<file path="src/rtl/timer_counter_pkg.sv">
// Shared definitions for the timer peripheral and the system bridge.
// - Register word offsets, CTRL bit positions, MODE encodings.
// - FSM state encoding.
// - Byte-lane merge helper used for partial-word stores.
package timer_counter_pkg;

  // Byte offsets seen by the block; only [3:2] are decoded.
  localparam logic [3:0] TC_CTRL   = 4'h0;
  localparam logic [3:0] TC_PRESET = 4'h4;
  localparam logic [3:0] TC_COUNT  = 4'h8;
  localparam logic [3:0] TC_RSVD   = 4'hC;

  // CTRL register layout: [0] EN, [2:1] MODE, [3] IM.
  localparam int unsigned CTRL_W        = 4;
  localparam int unsigned CTRL_EN_BIT   = 0;
  localparam int unsigned CTRL_MODE_LSB = 1;
  localparam int unsigned CTRL_IM_BIT   = 3;

  localparam logic [1:0] MODE_ONESHOT = 2'b00;
  localparam logic [1:0] MODE_RELOAD  = 2'b01;

  localparam logic [1:0] ST_IDLE = 2'd0;
  localparam logic [1:0] ST_LOAD = 2'd1;
  localparam logic [1:0] ST_CNT  = 2'd2;
  localparam logic [1:0] ST_INT  = 2'd3;

  typedef enum logic [1:0] {
    StIdle = ST_IDLE,
    StLoad = ST_LOAD,
    StCnt  = ST_CNT,
    StInt  = ST_INT
  } tc_state_e;

  // Replace only the byte lanes whose enable bit is set.
  function automatic logic [31:0] merge_bytes(input logic [31:0] old_val,
                                              input logic [31:0] wr_val,
                                              input logic [3:0]  be);
    logic [31:0] merged;
    for (int i = 0; i < 4; i++) begin
      merged[8*i +: 8] = be[i] ? wr_val[8*i +: 8] : old_val[8*i +: 8];
    end
    return merged;
  endfunction

endpackage

</file>
<file path="src/rtl/timer_counter_if.sv">
// CPU data-memory responder bus for the timer peripheral.
// - sel     : bridge decode hit, same cycle as addr
// - addr    : byte offset [3:0]
// - wd      : store data
// - byte_en : per-byte write enable, 0 means read / no write
// - rd      : combinational read data
interface timer_counter_if;
  logic        sel;
  logic [3:0]  addr;
  logic [31:0] wd;
  logic [3:0]  byte_en;
  logic [31:0] rd;

  modport master (output sel, addr, wd, byte_en, input rd);
  modport slave  (input sel, addr, wd, byte_en, output rd);
endinterface

</file>
<file path="src/rtl/timer_counter.sv">
// Memory-mapped timer peripheral.
// Ports:
// - clk   : system clock, rising edge
// - reset : asynchronous, active-low reset
// - bus   : CPU data-memory responder (timer_counter_if.slave)
// - irq   : interrupt request to the bridge / HWInt line
// CNT_W must be in 1..32; rd bits above CNT_W read 0.
module timer_counter
  import timer_counter_pkg::*;
#(
  parameter int unsigned        CNT_W        = 32,
  parameter logic [CNT_W-1:0]   RESET_PRESET = '0
) (
  input  logic            clk,
  input  logic            reset,
  timer_counter_if.slave  bus,
  output logic            irq
);

  tc_state_e          state_q, state_d;
  logic [CTRL_W-1:0]  ctrl_q, ctrl_d;
  logic [CNT_W-1:0]   preset_q, preset_d;
  logic [CNT_W-1:0]   count_q, count_d;
  logic               irq_flag_q, irq_flag_d;

  logic [1:0]   word;
  logic         wr_en;
  logic         ctrl_wr;
  logic         preset_wr;
  logic         ctrl_en;
  logic         reload_mode;
  logic [31:0]  ctrl_ext;
  logic [31:0]  preset_ext;
  logic [31:0]  count_ext;
  logic [31:0]  preset_merged;
  logic         unused_addr;

  assign word        = bus.addr[3:2];
  assign unused_addr = ^bus.addr[1:0];
  assign wr_en       = bus.sel && (bus.byte_en != 4'b0000);
  assign ctrl_wr     = wr_en && (word == TC_CTRL[3:2]);
  assign preset_wr   = wr_en && (word == TC_PRESET[3:2]);

  assign ctrl_en     = ctrl_q[CTRL_EN_BIT];
  // MODE 1x falls back to one-shot.
  assign reload_mode = (ctrl_q[CTRL_MODE_LSB +: 2] == MODE_RELOAD);

  always_comb begin
    ctrl_ext             = '0;
    ctrl_ext[CTRL_W-1:0] = ctrl_q;
    preset_ext           = '0;
    preset_ext[CNT_W-1:0] = preset_q;
    count_ext            = '0;
    count_ext[CNT_W-1:0] = count_q;
  end

  assign preset_merged = merge_bytes(preset_ext, bus.wd, bus.byte_en);

  // Next-state: FSM first, CPU writes afterwards so they take priority.
  always_comb begin
    state_d    = state_q;
    ctrl_d     = ctrl_q;
    preset_d   = preset_q;
    count_d    = count_q;
    irq_flag_d = irq_flag_q;

    unique case (state_q)
      StIdle: begin
        if (ctrl_en) state_d = StLoad;
      end
      StLoad: begin
        if (!ctrl_en) begin
          state_d = StIdle;
        end else begin
          count_d = preset_q;
          state_d = StCnt;
        end
      end
      StCnt: begin
        if (!ctrl_en) begin
          state_d = StIdle;
        end else if (count_q > CNT_W'(1)) begin
          count_d = count_q - CNT_W'(1);
        end else begin
          // Covers PRESET=0 too; never wraps below zero.
          count_d    = '0;
          irq_flag_d = 1'b1;
          state_d    = StInt;
        end
      end
      StInt: begin
        if (reload_mode) begin
          irq_flag_d = 1'b0;
          // EN still set: reload straight away so the period is PRESET+2.
          state_d    = ctrl_en ? StLoad : StIdle;
        end else begin
          ctrl_d[CTRL_EN_BIT] = 1'b0;
          state_d             = StIdle;
        end
      end
      default: state_d = StIdle;
    endcase

    if (ctrl_wr) begin
      if (bus.byte_en[0]) ctrl_d = bus.wd[CTRL_W-1:0];
      else                ctrl_d = ctrl_q;
      irq_flag_d = 1'b0;
    end
    if (preset_wr) begin
      preset_d = preset_merged[CNT_W-1:0];
    end
  end

  always_ff @(posedge clk or negedge reset) begin
    if (!reset) begin
      state_q    <= StIdle;
      ctrl_q     <= '0;
      preset_q   <= RESET_PRESET;
      count_q    <= '0;
      irq_flag_q <= 1'b0;
    end else begin
      state_q    <= state_d;
      ctrl_q     <= ctrl_d;
      preset_q   <= preset_d;
      count_q    <= count_d;
      irq_flag_q <= irq_flag_d;
    end
  end

  always_comb begin
    bus.rd = '0;
    if (bus.sel) begin
      case (word)
        TC_CTRL[3:2]:   bus.rd = ctrl_ext;
        TC_PRESET[3:2]: bus.rd = preset_ext;
        TC_COUNT[3:2]:  bus.rd = count_ext;
        default:        bus.rd = '0;
      endcase
    end
  end

  assign irq = irq_flag_q & ctrl_q[CTRL_IM_BIT];

endmodule

</file>
<file path="src/flat_wrapper.sv">
// flat-port wrapper written by rule: the top's interface ports become plain ports
module timer_counter_flat import timer_counter_pkg::*;
#(
  parameter int unsigned        CNT_W        = 32,
  parameter logic [CNT_W-1:0]   RESET_PRESET = '0
)
  (clk, reset, irq, bus_sel, bus_addr, bus_wd, bus_byte_en, bus_rd);
  timer_counter_if bus_i ();
  input  logic clk;
  input  logic reset;
  output logic irq;
  input wire logic [$bits(bus_i.sel)-1:0] bus_sel;
  input wire logic [$bits(bus_i.addr)-1:0] bus_addr;
  input wire logic [$bits(bus_i.wd)-1:0] bus_wd;
  input wire logic [$bits(bus_i.byte_en)-1:0] bus_byte_en;
  output wire logic [$bits(bus_i.rd)-1:0] bus_rd;
  assign bus_i.sel = bus_sel;
  assign bus_i.addr = bus_addr;
  assign bus_i.wd = bus_wd;
  assign bus_i.byte_en = bus_byte_en;
  assign bus_rd = bus_i.rd;
  timer_counter #(.CNT_W(CNT_W), .RESET_PRESET(RESET_PRESET)) u_core (.clk(clk), .reset(reset), .bus(bus_i), .irq(irq));
endmodule
</file>
<file path="config.mk">
export PLATFORM = sky130hd
export DESIGN_NAME = timer_counter_flat
export DESIGN_NICKNAME = d
export VERILOG_FILES = /design/src/rtl/timer_counter_pkg.sv /design/src/rtl/timer_counter_if.sv /design/src/rtl/timer_counter.sv /design/src/flat_wrapper.sv
export SDC_FILE = /design/constraint.sdc
export NUM_CORES = 1
export LEC_CHECK = 0
export CORE_UTILIZATION = 53
export DETAILED_ROUTE_END_ITERATION = 7
export PLACE_DENSITY = 0.9
export SLEW_MARGIN = 10
export SYNTH_ARGS = -nofsm -noshare
export SYNTH_HDL_FRONTEND = slang
export SYNTH_SLANG_ARGS = --single-unit
export TNS_END_PERCENT = 20
</file>
<file path="constraint.sdc">
create_clock -name clk -period 3.2 [get_ports clk]
set_clock_uncertainty 0.2 [all_clocks]
set_input_delay 0.32 -clock clk [delete_from_list [all_inputs] [get_ports clk]]
set_output_delay 0.32 -clock clk [all_outputs]
set_load 0.01 [all_outputs]
</file>
# Word-level counts from Yosys, hierarchy flattened
# Cells that the tools add are included.
# Widths: inputs -> output; s select.
[op_classes] n_eq_ne=15 n_bitwise=1 muxes=22 n_lt_le_gt_ge=1 addsub=1 n_reduce_logical=18
[op_table] cell="$mux 32" count=4
[op_table] cell="$pmux 32 s3" count=1
[op_table] cell="$pmux 32 s2" count=1
[op_table] cell="$gt 32x1->1 const B" count=1
[op_table] cell="$sub 32x1->32 const B" count=1
[op_table] cell="$reduce_and 2->1" count=6
[op_table] cell="$mux 2" count=5
[op_table] cell="$mux 1" count=9
[op_table] cell="$ne 2x1->1 const B" count=4
[op_table] cell="$pmux 2 s4" count=1
[op_table] cell="$eq 2x1->1 const B" count=3
[op_table] cell="$eq 2x2->1 const B" count=3
[op_table] cell="$ne 3x1->1 const B" count=2
[op_table] cell="$reduce_and 3->1" count=2
[op_table] cell="$logic_not 2->1" count=2
[op_table] cell="$reduce_and 4->1" count=1
[op_table] cell="$reduce_bool 2->1" count=2
[op_table] cell="$reduce_bool 4->1" count=1
[op_table] cell="$logic_and 1x1->1" count=3
[op_table] cell="$ne 3x2->1 const B" count=1
[op_table] cell="$ne 3x3->1 const B" count=1
[op_table] cell="$reduce_bool 3->1" count=1
[op_table] cell="$ne 2x2->1 const B" count=1
[op_table] cell="$pmux 1 s2" count=1
[op_table] cell="$and 1x1->1" count=1
[totals] input_bits=43 out_inout_bits=33 register_bits=71

# Depth between registers and ports, before layout
[logic_depth] ltp_word=5 depth_mapped=9

# Worst setup path before layout
# Ideal clock, no wire load.
[synth_timing] kind="register -> register" from="register u_core.count_q[24] (netlist: u_core.count_ext[24])" to="register u_core.count_q[20] (netlist: u_core.count_ext[20])" arrival_time_ps=2523 slack_ps=351 period_less_slack_ps=2849 stages_incl_launch_ff=8 n_path_buf=2 path_cell_list="dfrtp_1 -> or4_1 -> buf_2 -> or4_4 -> o41a_4 -> buf_6 -> a21o_1 -> a221o_1"
[synth_between] elab_chain_len=4
[synth_rtl] element="start: declaration" line_no="timer_counter.sv:23" rtl="logic [CNT_W-1:0] count_q, count_d;"
[synth_rtl] element="start signal: assignment" line_no="timer_counter.sv:125" rtl="count_q <= count_d;"
[synth_rtl] element="$gt 32x1->1" line_no="timer_counter.sv:82" rtl="end else if (count_q > CNT_W'(1)) begin"
[synth_rtl] element="$mux 32" line_no="timer_counter.sv:82"
[synth_rtl] element="$mux 32" line_no="timer_counter.sv:80" rtl="if (!ctrl_en) begin"
[synth_rtl] element="$pmux 32 s2" line_no="timer_counter.sv:67" rtl="unique case (state_q)"
# No other way between the ends. The select of a mux whose other input is x is not followed.
# A chain may end at the register's enable or synchronous reset.

# Worst setup path in the final report
[layout_timing] from="register u_core.count_q[24] (netlist: u_core.count_ext[24])" to="register u_core.count_q[2] (netlist: u_core.count_ext[2])"
# Same word-level chain as after synthesis.

==> metrics.txt <==
status finished clean; WP data required 3.24 ns; post-synthesis sequential area ratio 41.28%; Clk pwr share 14.3%; number of synthesized register bits 71; Num CTS Buffers 9; Net Switching 1.794 mW; H-tree Lvls 3; Vias 3,990; first-pass GRT wire length 19.00 mm; pwr/cell area 789.0 mW/mm²; highest metal used met4; DRC Markers 0; Die W 92.12 µm; Synth cell types 53; Top Ports 76; Post-Route M1 WL 4.753 mm; R2R cell count 5; via/cell ratio 6.446; prevailing post-synth register cell dfrtp_1; setup ws final 0.1716 ns; Post-synth top cells dfrtp_1, a22oi_1, mux2_2, nor2b_1, clkbuf_1; routed wl met3 874 µm; Synth Net Count 491; grt total ovfl 0; post-CTS setup repair buffer count 0; cell taking the most area after synthesis dfrtp_1; clock latency at the later pin of the worst-skew pair 0.35 ns; Slew Viols, Final 0; worst path arrival time 3.07 ns; Final Net Count 565; share of the synthesized area in the top cell type 41.28%; Max-slew headroom 48.19%; Async S/R FF share, synth 100.0%; P&R area growth vs syn 24.65%; actual slew at the worst max-slew pin 0.7771 ns; peak supply drop 0.0004720 V; fin area 0.005365 mm²; Worst Hold Class reg -> reg; Iteration-0 DRC Markers 317; RSZ-0062 raised after global routing no; largest net degree at the start of global routing 40; # rows 32; DR pass1 iterations 6; clk sinks 71; WL per Instance 18.40 µm; die height 92.12 µm; CP Max Fanout 22; synthesized area 0.004304 mm²; synthesized instance count 441; hold path depth 1; Net Sw Frac 42.39%; fraction of layout cells with a size suffix above 1 15.09%; syn avg cell area 9.760 µm²; # hold bufs at CTS 1; routability cong. 0.9321; DIE AREA 0.008485 mm²; Setup crit start kind flop; Leakage 2.104 nW; routed wire length 11.39 mm; multi-input combinational cell area 0.002351 mm²; fin crit period 3.028 ns; setup tns final 0 ns; final hold viol count 0; Max Freq 330.2 MHz; Synth warnings 0; dpl cell area 0.005204 mm²; routed wl met2 5.499 mm; Final setup viols 0; clk root buf clkbuf_8; CTS max path bufs 2; initial core utilization 55.13%; input/output buffers 73; Synth area leaders dfrtp_1, mux2_2, a22oi_1, nor2b_1, a22o_1; crit share post-route 94.64%; crit path kind reg -> reg; CTS resizes 0; clock-pin transition on the worst setup and hold timing paths 0.07 ns; number of flops mapped to enable cells by yosys 0; diodes inserted 0; Core Box Area 0.007807 mm²; Detail Placement HPWL 8.031 mm; DRT antenna net count 0; combinational power share 47.6%; pre-CTS WS 0.1893 ns; Seq pwr share 38.0%; initial antenna violation count 0; GRT Overall Usage 28.29%; endpoint class of the critical path flop; vias in the first global route 3,964; Reg area 0.001777 mm²; Fillers 614; TritonCTS clock tree done; top-count cell post-synth dfrtp_1; P_int 2.439 mW; max-cap violations 0
-- layout by cell type (no fill, tap or decap), types with 2 or more instances in the layout --
master and instances:
nand3_1 19, nand2b_1 3, nor4b_1 3, or4_1 9, or2_2 3, clkbuf_8 10, nor3_1 12, nor2b_1 28
o22ai_1 2, nor2b_2 2, and3_1 7, buf_4 21, a221o_1 5, o211ai_1 10, dfrtp_1 71, or3_1 6
mux2i_1 5, a32o_1 2, nor2_1 16, o21ai_0 24, a22o_1 17, and2_1 6, a21o_1 2, o31a_1 2
o311ai_0 6, a31oi_1 2, a21oi_1 5, a32oi_1 2, nand4_1 5, clkinv_2 2, inv_1 12, a22oi_1 38
ha_1 7, nand2_1 17, mux2_2 34, clkdlybuf4s50_1 72, nor4_1 9
-- power by group through the flow --
stage | clock network, mW | logic [mW] | registers, mW
floorplan | 0 | 1.48 | 1.47
global placement | 0 | 1.88 | 1.58
detailed placement | 0 | 1.97 | 1.61
CTS | 0.609 | 1.99 | 1.59
global route | 0.640 | 2.21 | 1.66
finish | 0.606 | 2.02 | 1.61
-- through the flow --
| step | util, % | total power [mW] | hold slack [ns] | instances |
|---|---|---|---|---|
| 4_1_cts | 68.72 | 4.193 | 0.3377 | 619 |
| 2_1_floorplan | - | 2.953 | -0.1756 | 441 |
| 3_5_place_dp | 66.65 | 3.581 | 0.2341 | 605 |
| 3_3_place_gp | 66.65 | 3.463 | 0.2226 | 605 |
| 6_report | 68.72 | 4.233 | 0.3404 | 619 |
| 5_1_grt | 68.72 | 4.510 | 0.3559 | 619 |
-- metal layers --
metal	track usage [%]	up-vias
met1	37.23	1905
met3	6.716	35
li1	-	1831
met5	0	-
met2	45.96	219
met4	9.245	0
-- layout make-up --
type / count / area share [%]
multi-input cells: 325 / 43.82
clock buffers: 11 / 2.635
clock inverters: 2 / 0.1866
well taps: 102 / 2.379
flip-flops and latches: 71 / 33.12
inverters: 12 / 0.8396
repair buffers: 96 / 17.02
-- final timing paths --
path | from | end | slack [ns]
worst min register to register | u_core.preset_ext[5] | u_core.preset_ext[5] | 0.34
max in group asynchronous | reset | u_core.preset_ext[8] | 1.75
worst max-delay path | u_core.count_ext[24] | u_core.count_ext[2] | 0.17
worst max register to register | u_core.count_ext[24] | u_core.count_ext[2] | 0.17
worst min-delay path | u_core.preset_ext[5] | u_core.preset_ext[5] | 0.34
min in group asynchronous | reset | u_core.state_q[0] | 0.38
-- critical path, stage by stage (launching register included) --
cell     delay [ns]
dfrtp_1        0.45
or4_1          0.68
or4_4          0.58
o41a_4         0.50
a32o_1         0.30
a22o_1         0.22
-- sequential cells by signal, summed over array words and instances, names as in the netlist --
register,flops
u_core.count_ext,32
u_core.preset_ext,32
u_core.ctrl_q,4
u_core.state_q,2
u_core.irq_flag_q,1
-- logic make-up after synthesis --
group           count (synthesis)  share of synthesized area [%]
flops                          71                          41.28
buf+inv                        45                          4.215
mux                            39                          10.06
simple gates                  153                          20.35
compound gates                126                          22.06
fa+ha+maj                       7                          2.035
(Power assumes the default switching activity.)
